`config.mk`:
```
export PLATFORM = sky130hd
export DESIGN_NAME = gs_i2s_tx
export DESIGN_NICKNAME = d
export VERILOG_FILES = /design/src/rtl/gs_i2s_tx.sv
export SDC_FILE = /design/constraint.sdc
export NUM_CORES = 1
export LEC_CHECK = 0
export CORE_ASPECT_RATIO = 2
export CORE_MARGIN = 1
export CORE_UTILIZATION = 35
export CTS_CLUSTER_DIAMETER = 50
export DETAILED_ROUTE_END_ITERATION = 10
export GPL_TIMING_DRIVEN = 0
export SKIP_CTS_REPAIR_TIMING = 1
export SLEW_MARGIN = 30
export SYNTH_ARGS = -nofsm -noshare
export SYNTH_HDL_FRONTEND = slang
export SYNTH_SLANG_ARGS = --single-unit
```
`constraint.sdc`:
```
create_clock -name CLK -period 2.7 [get_ports CLK]
set_input_delay 0.405 -clock CLK [delete_from_list [all_inputs] [get_ports CLK]]
set_output_delay 0.405 -clock CLK [all_outputs]
set_load 0.02 [all_outputs]
```
`src/rtl/gs_i2s_tx.sv`:
```
// I2S transmitter for the GS sound stage: samples a stereo pair, applies gain with
// saturation and volume attenuation, and serialises 16-bit words in a 64-BCK frame.
module gs_i2s_tx #(
    parameter int BCK_DIV = 4,
    parameter int GAIN    = 0
) (
    input  logic        CLK,
    input  logic        RESET,
    input  logic        EN,
    input  logic [14:0] IN_L,
    input  logic [14:0] IN_R,
    input  logic [3:0]  VOL,
    output logic        I2S_BCK,
    output logic        I2S_LRCK,
    output logic        I2S_DATA,
    output logic        SAMPLE_STB,
    output logic        state_dbg_o
);

    typedef enum logic {
        S_IDLE = 1'b0,
        S_RUN  = 1'b1
    } state_t;

    localparam logic [7:0]         DIV_LAST = 8'(BCK_DIV - 1);
    localparam logic signed [17:0] SAT_HI   = 18'sd32767;
    localparam logic signed [17:0] SAT_LO   = -18'sd32768;

    state_t      state_q;
    logic [7:0]  div_q;
    logic [5:0]  n_q;
    logic [15:0] word_l_q;
    logic [15:0] word_r_q;
    logic        bck_q;
    logic        lrck_q;
    logic        data_q;
    logic        stb_q;

    logic [5:0]  n_d;
    logic        wrap_d;
    logic [15:0] scl_l;
    logic [15:0] scl_r;
    logic [15:0] word_l_d;
    logic [15:0] word_r_d;

    // Sample is widened to 18 bits so that a shift by up to 2 cannot overflow
    // before the saturation compare.
    function automatic logic [15:0] scale(input logic [14:0] smp, input logic [3:0] vol);
        logic signed [17:0] s;
        logic signed [17:0] g;
        logic signed [15:0] c;
        s = {{2{smp[14]}}, smp, 1'b0};
        g = s <<< GAIN;
        if (g > SAT_HI) begin
            c = 16'sh7FFF;
        end else if (g < SAT_LO) begin
            c = 16'sh8000;
        end else begin
            c = g[15:0];
        end
        return c >>> vol;
    endfunction

    function automatic logic slot_bit(input logic [5:0] n, input logic [15:0] wl,
                                      input logic [15:0] wr);
        logic [4:0]  p;
        logic [15:0] w;
        logic [3:0]  idx;
        p   = n[4:0];
        w   = n[5] ? wr : wl;
        idx = 4'(5'd16 - p);
        if (p >= 5'd1 && p <= 5'd16) begin
            return w[idx];
        end
        return 1'b0;
    endfunction

    always_comb begin
        scl_l    = scale(IN_L, VOL);
        scl_r    = scale(IN_R, VOL);
        n_d      = n_q + 6'd1;
        wrap_d   = (n_q == 6'd63);
        word_l_d = wrap_d ? scl_l : word_l_q;
        word_r_d = wrap_d ? scl_r : word_r_q;
    end

    always_ff @(posedge CLK or posedge RESET) begin
        if (RESET) begin
            state_q  <= S_IDLE;
            div_q    <= '0;
            n_q      <= '0;
            word_l_q <= '0;
            word_r_q <= '0;
            bck_q    <= 1'b0;
            lrck_q   <= 1'b0;
            data_q   <= 1'b0;
            stb_q    <= 1'b0;
        end else begin
            case (state_q)
                S_IDLE: begin
                    div_q  <= '0;
                    n_q    <= '0;
                    bck_q  <= 1'b0;
                    lrck_q <= 1'b0;
                    data_q <= 1'b0;
                    if (EN) begin
                        state_q  <= S_RUN;
                        word_l_q <= scl_l;
                        word_r_q <= scl_r;
                        stb_q    <= 1'b1;
                    end else begin
                        word_l_q <= '0;
                        word_r_q <= '0;
                        stb_q    <= 1'b0;
                    end
                end
                S_RUN: begin
                    if (!EN) begin
                        state_q  <= S_IDLE;
                        div_q    <= '0;
                        n_q      <= '0;
                        word_l_q <= '0;
                        word_r_q <= '0;
                        bck_q    <= 1'b0;
                        lrck_q   <= 1'b0;
                        data_q   <= 1'b0;
                        stb_q    <= 1'b0;
                    end else begin
                        stb_q <= 1'b0;
                        if (div_q == DIV_LAST) begin
                            div_q <= '0;
                            bck_q <= ~bck_q;
                            // Falling BCK: advance slot, present its bit, recapture on wrap.
                            if (bck_q) begin
                                n_q    <= n_d;
                                lrck_q <= n_d[5];
                                data_q <= slot_bit(n_d, word_l_d, word_r_d);
                                if (wrap_d) begin
                                    word_l_q <= scl_l;
                                    word_r_q <= scl_r;
                                    stb_q    <= 1'b1;
                                end
                            end
                        end else begin
                            div_q <= div_q + 8'd1;
                        end
                    end
                end
                default: state_q <= S_IDLE;
            endcase
        end
    end

    assign I2S_BCK     = bck_q;
    assign I2S_LRCK    = lrck_q;
    assign I2S_DATA    = data_q;
    assign SAMPLE_STB  = stb_q;
    assign state_dbg_o = (state_q == S_RUN);

endmodule

```
; ---- After elaboration in Yosys (flattened, before gate mapping)
; Cells that the tools add are included.
[classes]
n_addsub = 3
order_cmp = 7
eq_ne = 4
shifts = 2
muxes = 50
bitwise = 2
n_reduce_logical = 2
[ops]
columns = cell, n
row1 = 16-bit two-way mux, 15
row2 = 16-bit one-hot mux with 2 select lines, 2
row3 = "16-bit > comparator, second input constant", 2
row4 = "16-bit < comparator, second input constant", 2
row5 = 16-bit by 4-bit >>> shifter with 16-bit output, 2
row6 = 1-bit two-way mux, 21
row7 = 6-bit two-way mux, 3
row8 = 8-bit two-way mux, 2
row9 = 8-bit one-hot mux with 2 select lines, 1
row10 = 6-bit one-hot mux with 2 select lines, 1
row11 = "8-bit by 1-bit adder with 8-bit output, second input constant", 1
row12 = "8-bit by 2-bit == test with 1-bit output, second input constant", 1
row13 = 1-bit one-hot mux with 2 select lines, 4
row14 = "6-bit by 1-bit adder with 6-bit output, second input constant", 1
row15 = "6-bit == test, second input constant", 1
row16 = "3-bit by 2-bit inequality test with 1-bit output, second input constant", 2
row17 = "5-bit by 1-bit >= comparator with 1-bit output, second input constant", 1
row18 = "5-bit <= comparator, second input constant", 1
row19 = "4-bit by 5-bit < comparator with 1-bit output, second input constant", 1
row20 = 1-bit binary-select mux with 4-bit select, 1
row21 = "1-bit by 4-bit subtractor with 4-bit output, first input constant", 1
row22 = 1-bit inverter, 2
row23 = 2-bit AND reduction, 1
row24 = 1-bit logical AND, 1
[word_totals]
regBits = 51
in_bits = 37
out_inout_bits = 5
elab_cells = 79

; ---- Depth between registers and ports, before layout
; Gate-level depths: netlist of run 1.
[logic_depth]
depth_word = 14
ltp_mapped = 12
ltp_nobuf = 10

; ---- Worst setup path before layout of run 1
; No wires, ideal clock.
[synth_path]
path_kind = register -> register
startpoint = reg n_q[0]
endpoint = reg data_q, in the netlist I2S_DATA
setup_time_ps = 87
arrival_time_ps = 2472
required_time_ps = 2613
path_slack_ps = 141
path_stages_with_launch = 12
path_buffers = 1
period_less_slack_ps = 2559
path_cell_list = dfrtp_1 > buf_1 > inv_1 > ha_1 > nand2b_1 > o21bai_1 > a31o_2 > a211oi_1 > nand2_1 > a211oi_2 > o2111ai_1 > o211ai_1
[synth_between]
elab_chain_cells = 13
elab_cells_between_ends = 22
cone_classes = add/sub: 2 / order compare: 2 / eq/ne: 1 / mux: 16 / reduce/logical: 1
[synth_rtl]
columns = element, line_no
row1 = from (decl), 31  ; logic [5:0] n_q;
row2 = from (signal assigned), 135  ; n_q <= n_d;
row3 = "parallel branches: the longest is 8 deep, another holds 6-bit by 1-bit adder with 6-bit output", --
row4 = 1-bit two-way mux (*), 75  ; return 1'b0;
row5 = 1-bit two-way mux (*), 134  ; if (bck_q) begin
row6 = 1-bit two-way mux (*), 130  ; if (div_q == DIV_LAST) begin
row7 = 1-bit two-way mux (*), 118  ; if (!EN) begin
row8 = 1-bit one-hot mux with 2 select lines (*), 99  ; case (state_q)
row9 = to (signal assigned), 137  ; data_q <= slot_bit(n_d, word_l_d, word_r_d);
row10 = to (decl), 36  ; logic data_q;
; Mark *: on every way between the ends. The select of a mux whose other input is x is not followed.
; A chain may end at the register's enable or synchronous reset.

; ---- Worst setup path after layout of run 1
[layout_path]
startpoint = in IN_R[12]
endpoint = reg data_q, in the netlist I2S_DATA
[layout_between]
elab_chain_cells = 14
elab_cells_between_ends = 15
cone_classes = order compare: 2 / shift: 1 / mux: 12
[layout_rtl]
columns = element, line_no
row1 = from (decl), 11  ; input logic [14:0] IN_R,
row2 = 16-bit < comparator, 56  ; end else if (g < SAT_LO) begin
row3 = 16-bit two-way mux, 56
row4 = 16-bit two-way mux (*), 54  ; if (g > SAT_HI) begin
row5 = 16-bit by 4-bit >>> shifter with 16-bit output (*), 61  ; return c >>> vol;
row6 = 16-bit two-way mux (*), --
row7 = 16-bit two-way mux (*), 70  ; w = n[5] ? wr : wl;
row8 = 1-bit binary-select mux with 4-bit select (*), 73  ; return w[idx];
row9 = 1-bit two-way mux (not written as such) (*), 73
row10 = 1-bit two-way mux (*), 72  ; if (p >= 5'd1 && p <= 5'd16) begin
row11 = 1-bit two-way mux (*), 75
row12 = 1-bit two-way mux (*), 134
row13 = 1-bit two-way mux (*), 130
row14 = 1-bit two-way mux (*), 118
row15 = 1-bit one-hot mux with 2 select lines (*), 99
; Every way passes the cells marked *; elsewhere a longest branch is shown, timed or not. The select of a mux whose other input is x is not followed.

==> results of run 1 <==
## worst max-delay path by stage
| stage | from | to | slack (ns) | depth (start not counted) |
|---|---|---|---|---|
| 2_1_floorplan | n_q[0] | I2S_DATA | 0.14 | 11 |
| 3_3_place_gp | VOL[1] | I2S_DATA | -1.01 | 11 |
| 3_5_place_dp | VOL[1] | I2S_DATA | -0.97 | 11 |
| 4_1_cts | n_q[0] | I2S_DATA | -0.97 | 10 |
| 5_1_grt | VOL[3] | I2S_DATA | -0.11 | 12 |
| 6_report | IN_R[12] | I2S_DATA | -0.08 | 9 |
## flip-flops by register name, summed over array words and instances, names as in the netlist
register / flops
I2S_DATA: 1
word_l_q: 16
SAMPLE_STB: 1
state_dbg_o: 1
n_q: 6
I2S_BCK: 1
word_r_q: 16
div_q: 8
## cell type report
class	count	area, um2	area share [%]
Buffer	39	279	4.95
Multi-Input combinational cell	398	3240	57.4
Timing Repair Buffer	44	448	7.94
Inverter	14	63.8	1.13
Sequential cell	50	1250	22.2
Clock buffer	5	125	2.22
Tap cell	152	190	3.37
Clock inverter	3	43.8	0.777
## worst reg2reg max path, cell delays in order, from the launching register on
cell,delay (ns)
dfrtp_2,0.44
ha_4,0.21
and4_1,0.33
nand2_2,0.21
buf_2,0.27
o31ai_4,0.38
a311o_1,0.17
o2111ai_1,0.21
a22oi_1,0.23
o211ai_1,0.13
## routing by layer
layer / track usage (%) / vias up / part of all wire (%)
met2: 51.6 / 170 / 57
met5: 0 / - / 0
met1: 22.7 / 2140 / 32
met3: 2.95 / 75 / 3.1
li1: - / 2000 / -
met4: 21.5 / 0 / 8.1
## logic make-up after synthesis
group,synth area share (%)
muxes,22.9
DFF,27.1
AOI/OAI and AO/OA,22.3
xor gates and xnor gates,2.46
adders and majority gates,0.813
buffers and inverters,6.53
and+or+nand+nor,17.9
## stage by stage
stage	TNS [ns]	utilization [%]	setup WS, ns	cell area [um2]	total power (W)
3_3_place_gp	-5.61	40.2	-1.01	5190	0.00138
4_1_cts	-5.38	41.7	-0.973	5380	0.00214
6_report	-0.0771	43.7	-0.0771	5640	0.00216
3_5_place_dp	-6.09	40.4	-0.971	5210	0.00139
5_1_grt	-0.124	43.7	-0.109	5640	0.00224
2_1_floorplan	0	-	0.141	4620	0.00118
## synth_stat cells, types with 4 or more instances
cell / n / area share [%]
nor2_1: 38 / 3.1
and2_1: 4 / 0.54
nand2_1: 66 / 5.4
a22o_1: 8 / 1.5
mux4_2: 26 / 13
o21ai_0: 28 / 3.0
o21ai_1: 10 / 1.1
o211ai_1: 11 / 1.8
a211oi_1: 8 / 1.3
buf_6: 7 / 1.7
mux2i_1: 19 / 4.1
or2_2: 5 / 0.68
a31oi_1: 6 / 0.81
dfrtp_1: 50 / 27
a21oi_1: 22 / 2.4
nand3_1: 14 / 1.5
xnor2_1: 6 / 1.1
a22oi_1: 8 / 1.3
inv_1: 11 / 0.89
o22ai_1: 8 / 1.1
xor2_1: 7 / 1.3
buf_2: 11 / 1.2
nand2b_1: 7 / 0.95
nor2b_1: 4 / 0.54
clkbuf_1: 17 / 1.4
mux2_2: 19 / 4.6
nor3_1: 6 / 0.65
## power by group
group | switching, W | internal [W] | leakage [nW]
Combinational | 0.000325 | 0.000263 | 1.42
Clock | 0.000306 | 0.000440 | 0.0842
Sequential | 0.0000347 | 0.000789 | 0.668
==> flow_summary_export.csv, run 1 <==
group,metric,value,unit
timing,period_minus_slack,2.78,ns
timing,hold_viol,0,
synthesis,synth-seq-cells,50,
critical_path,path_buf_inv,1,
placed_design,post-dp-hpwl,13800,um
routing,dr.pass1.iters,5,
synthesis,netlist_area,0.00462,mm2
critical_path,crit_fanout,6,
timing,period_share,103,%
critical_path,r2r_cells,9,
cts,cts_tree,"yes",
finish,drive_gt1_share,25.1,%
run_status,violations,"setup timing",
finish,n_fill_cell,1273,
finish,nNetsFinal,592,
routing,drtIter0Drc,300,
cts,cts_root_buffer,"clkbuf_16",
finish,fin_cells,705,
timing,fmax,360,MHz
cts,cts_max_path_buffers,2,
placed_design,finalWeightedCongestion,0.987,
critical_path,crit_family,"compound AO/OA/AOI/OAI gates",
routing,wire_per_inst,24.3,um
placed_design,portBuffers,38,
critical_path,cpPeakStageDelay,0.55,ns
cts,htreeDepth,2,
cts,clkSinkCount,50,
routing,ant_nets,0,
synthesis,synth-edff-count,0,
critical_path,cp.required,2.87,ns
timing,max-slew-margin-rel,42.2,%
routing,num_vias,4385,
global_routing,antenna_found_initial,0,
cts,insertion_delay,0.31,ns
pwr,vdd_drop_max,541,uV
routing,drt_wl_total,17100,um
floorplanning,core,0.0129,mm2
timing,fin_ws,-0.0771,ns
run,maxCapViolations,0,
pwr,leakagePower,2.17,nW
critical_path,cp.arrival,2.94,ns
critical_path,crit_chain,"clkdlybuf4s50_1 > mux4_2 > mux2_2 > o21ai_1 > a31oi_1 > nand3_1 > o2111ai_1 > a22oi_1 > o211ai_1",
finish,diodes,0,
timing,skew,0.0114,ns
critical_path,reg2reg_to,"I2S_DATA",
global_routing,grt_max_degree,27,
synthesis,netlist_instances,501,
floorplanning,io_pins,42,
finish,most-common-layout-cells,"nand2_1 (63), dfrtp_1 (48), nor2_1 (37)",
critical_path,cp_slowest_cell,"mux4_2",
floorplanning,die_h,164,um
critical_path,r2r_setup_slack,-0.02,ns
cts,clkTransAtPathRegs,0.07,ns
timing,whs,0.424,ns
synthesis,syn-mean-instance-area,9.22,um2
placed_design,dpl.cell_count,692,
pwr,powerDensity,383,mW/mm2
synthesis,syn_nets,541,
global_routing,grt_use_total,26.0,%
synthesis,yosysWarnings,0,
floorplanning,start_util,35.8,%
timing,worst_pin_slew,0.863,ns
timing,slew_violations,0,
synthesis,synth.distinct_cells,82,
run_status,status,"finished with violations",
critical_path,r2r-start,"n_q[0]",
synthesis,async_reset_ff_share,100,%
critical_path,path_class,"input port to register",
floorplanning,die_area,0.0137,mm2
finish,syn_to_final_growth,22.1,%
global_routing,gr-total-overflow,0,
routing,drc_errors,0,
finish,layout_commonest_cell,"nand2_1",
floorplanning,row_count,59,
hold_path,hold_path_class,"input port to asynchronous set/reset pin",
synthesis,yosysSeqAreaShare,27.1,%
timing,rsz0062_at_grt,"yes",
critical_path,critPathLaunchType,"input port",
global_routing,grt_pass1_vias,4588,
critical_path,end_kind,"register",
floorplanning,dieWidth,83.2,um
global_routing,grt_pass1_wl,26600,um
cts,cts_buffers,5,
synthesis,ys.flop_type,"dfrtp_1",
timing,setup_viol,1,
routing,via_per_inst,6.22,
No activity file was read; power rests on OpenSTA's default activity.
==> inputs of run 2 (changes only) <==
==> constraint.sdc (replaced) <==
create_clock -name CLK -period 2.7 [get_ports CLK]
set_input_delay 0.81 -clock CLK [delete_from_list [all_inputs] [get_ports CLK]]
set_output_delay 0.81 -clock CLK [all_outputs]
set_load 0.02 [all_outputs]
==> run 2 against run 1 <==
  * The run still ends with setup timing left
  * Final cell count rose by 3.4%
  * Global-route usage fell by 0.85 points
  * First-iteration DRC count fell by 21%
  * Non-clock buffer count rose by 24
  * Final area rose by 8.7%
  * Total power fell by 0.50%
  * Wire length rose by 2.4%
  * Sequential power barely moved
  * Die area did not move
  * Sequential cell count did not move
  * Largest cell class unchanged
  * Register-to-register slack improved by 0.10 ns
==> flow_summary_export.csv, run 2 (same netlist as run 1, synthesis figures left out) <==
group,metric,value,unit
run_status,status,"finished with violations",
run_status,violations,"setup timing",
timing,max-slew-margin-rel,58.4,%
run,maxCapViolations,0,
pwr,leakagePower,2.59,nW
cts,cts_root_buffer,"clkbuf_16",
placed_design,post-dp-hpwl,13700,um
critical_path,cp.arrival,2.92,ns
floorplanning,row_count,59,
routing,num_vias,4528,
pwr,powerDensity,350,mW/mm2
cts,cts_buffers,5,
pwr,vdd_drop_max,353,uV
routing,dr.pass1.iters,4,
finish,drive_gt1_share,32.6,%
timing,fin_tns_setup,-0.0479,ns
floorplanning,io_pins,42,
routing,drt_wl_total,17500,um
finish,syn_to_final_growth,32.7,%
global_routing,grt_use_total,25.1,%
timing,hold_viol,0,
timing,skew,0.00453,ns
timing,fmax,364,MHz
placed_design,portBuffers,38,
floorplanning,dieWidth,83.2,um
cts,insertion_delay,0.30,ns
cts,htreeDepth,2,
routing,wire_per_inst,24.1,um
global_routing,gr-total-overflow,0,
floorplanning,die_area,0.0137,mm2
critical_path,path_class,"input port to register",
cts,cts_max_path_buffers,2,
finish,fin_area,0.00613,mm2
global_routing,grt_pass1_vias,4519,
timing,slew_violations,0,
critical_path,end_kind,"register",
finish,diodes,0,
routing,via_per_inst,6.21,
placed_design,place_area,0.00523,mm2
floorplanning,die_h,164,um
floorplanning,core,0.0129,mm2
cts,cts_tree,"yes",
routing,ant_nets,0,
finish,top_regs,"word_l_q: 16 flops, word_r_q: 16 flops, div_q: 8 flops",
timing,fin_ws,-0.0479,ns
critical_path,crit_fanout,7,
timing,worst_pin_slew,0.624,ns
finish,most-common-layout-cells,"nand2_1 (63), dfrtp_1 (49), nor2_1 (33)",
finish,layout_commonest_cell,"nand2_1",
routing,drtIter0Drc,238,
cts,clkSinkCount,50,
critical_path,r2r_setup_slack,0.08,ns
timing,rsz0062_at_grt,"yes",
floorplanning,start_util,35.8,%
timing,setup_viol,1,
critical_path,critPathLaunchType,"input port",
global_routing,grt_max_degree,29,
timing,period_minus_slack,2.75,ns
finish,nNetsFinal,616,
timing,period_share,102,%
global_routing,antenna_found_initial,0,
placed_design,finalWeightedCongestion,0.998,
global_routing,grt_pass1_wl,25900,um
cts,clkTransAtPathRegs,0.07,ns
hold_path,hold_path_class,"register to register",
critical_path,cp.required,2.87,ns
routing,drc_errors,0,
run 2: per-stage QoR:
step	utilization (%)	setup slack [ns]	hold slack (ns)	power (W)	instances
finish	47.4	-0.0479	0.496	0.00215	729
global route	47.4	-0.0861	0.514	0.00222	729
CTS	41.6	-0.833	0.490	0.00205	700
detailed placement	40.5	-1.13	0.474	0.00140	692
global placement	40.3	-1.14	0.465	0.00139	691
floorplan	-	-0.0203	0.445	0.00118	501
run 2: final timing paths:
kind,from,to,depth (start not counted)
setup / recovery,VOL[0],I2S_DATA,11
hold / removal,word_l_q[7],word_l_q[7],2
setup reg to reg,n_q[0],I2S_DATA,8
hold reg to reg,word_l_q[7],word_l_q[7],2
max in group asynchronous,RESET,n_q[0],3
min in group asynchronous,RESET,word_r_q[7],2
run 2: where the power goes:
group | internal (W) | total (W) | switching [W]
sequential | 0.000789 | 0.000823 | 0.0000333
clock | 0.000344 | 0.000652 | 0.000308
combinational | 0.000315 | 0.000671 | 0.000357
total | 0.00145 | 0.00215 | 0.000698
run 2: final cells by class:
class	instances	area, um2
sequential	50	1250
tap	152	190
buffer	38	354
inverter	14	63.8
clock inverter	3	21.3
clock buffer	5	125
multi-input combinational	398	3390
timing repair buffer	69	728
fill	1220	6790
run 2: critical path, cell delays in order:
cell       delay [ns]
buf_12           0.10
buf_12           0.13
buf_4            0.13
mux4_2           0.53
mux2_2           0.29
o21ai_2          0.20
a31oi_1          0.12
nand3_1          0.15
o2111ai_2        0.13
a22oi_1          0.21
o211ai_1         0.12
run 2: routing by layer:
metal  wire length [um]  global-route usage [%]
met4               1750                    22.5
met1               5670                    21.9
met5                  0                       0
met3                548                    2.80
met2               9570                    49.2
==> inputs of run 3 (changes only) <==
CORE_MARGIN = not set   (was 1)
==> results of run 3 <==
The final DEF is identical to that of run 2; final timing and power are the same.
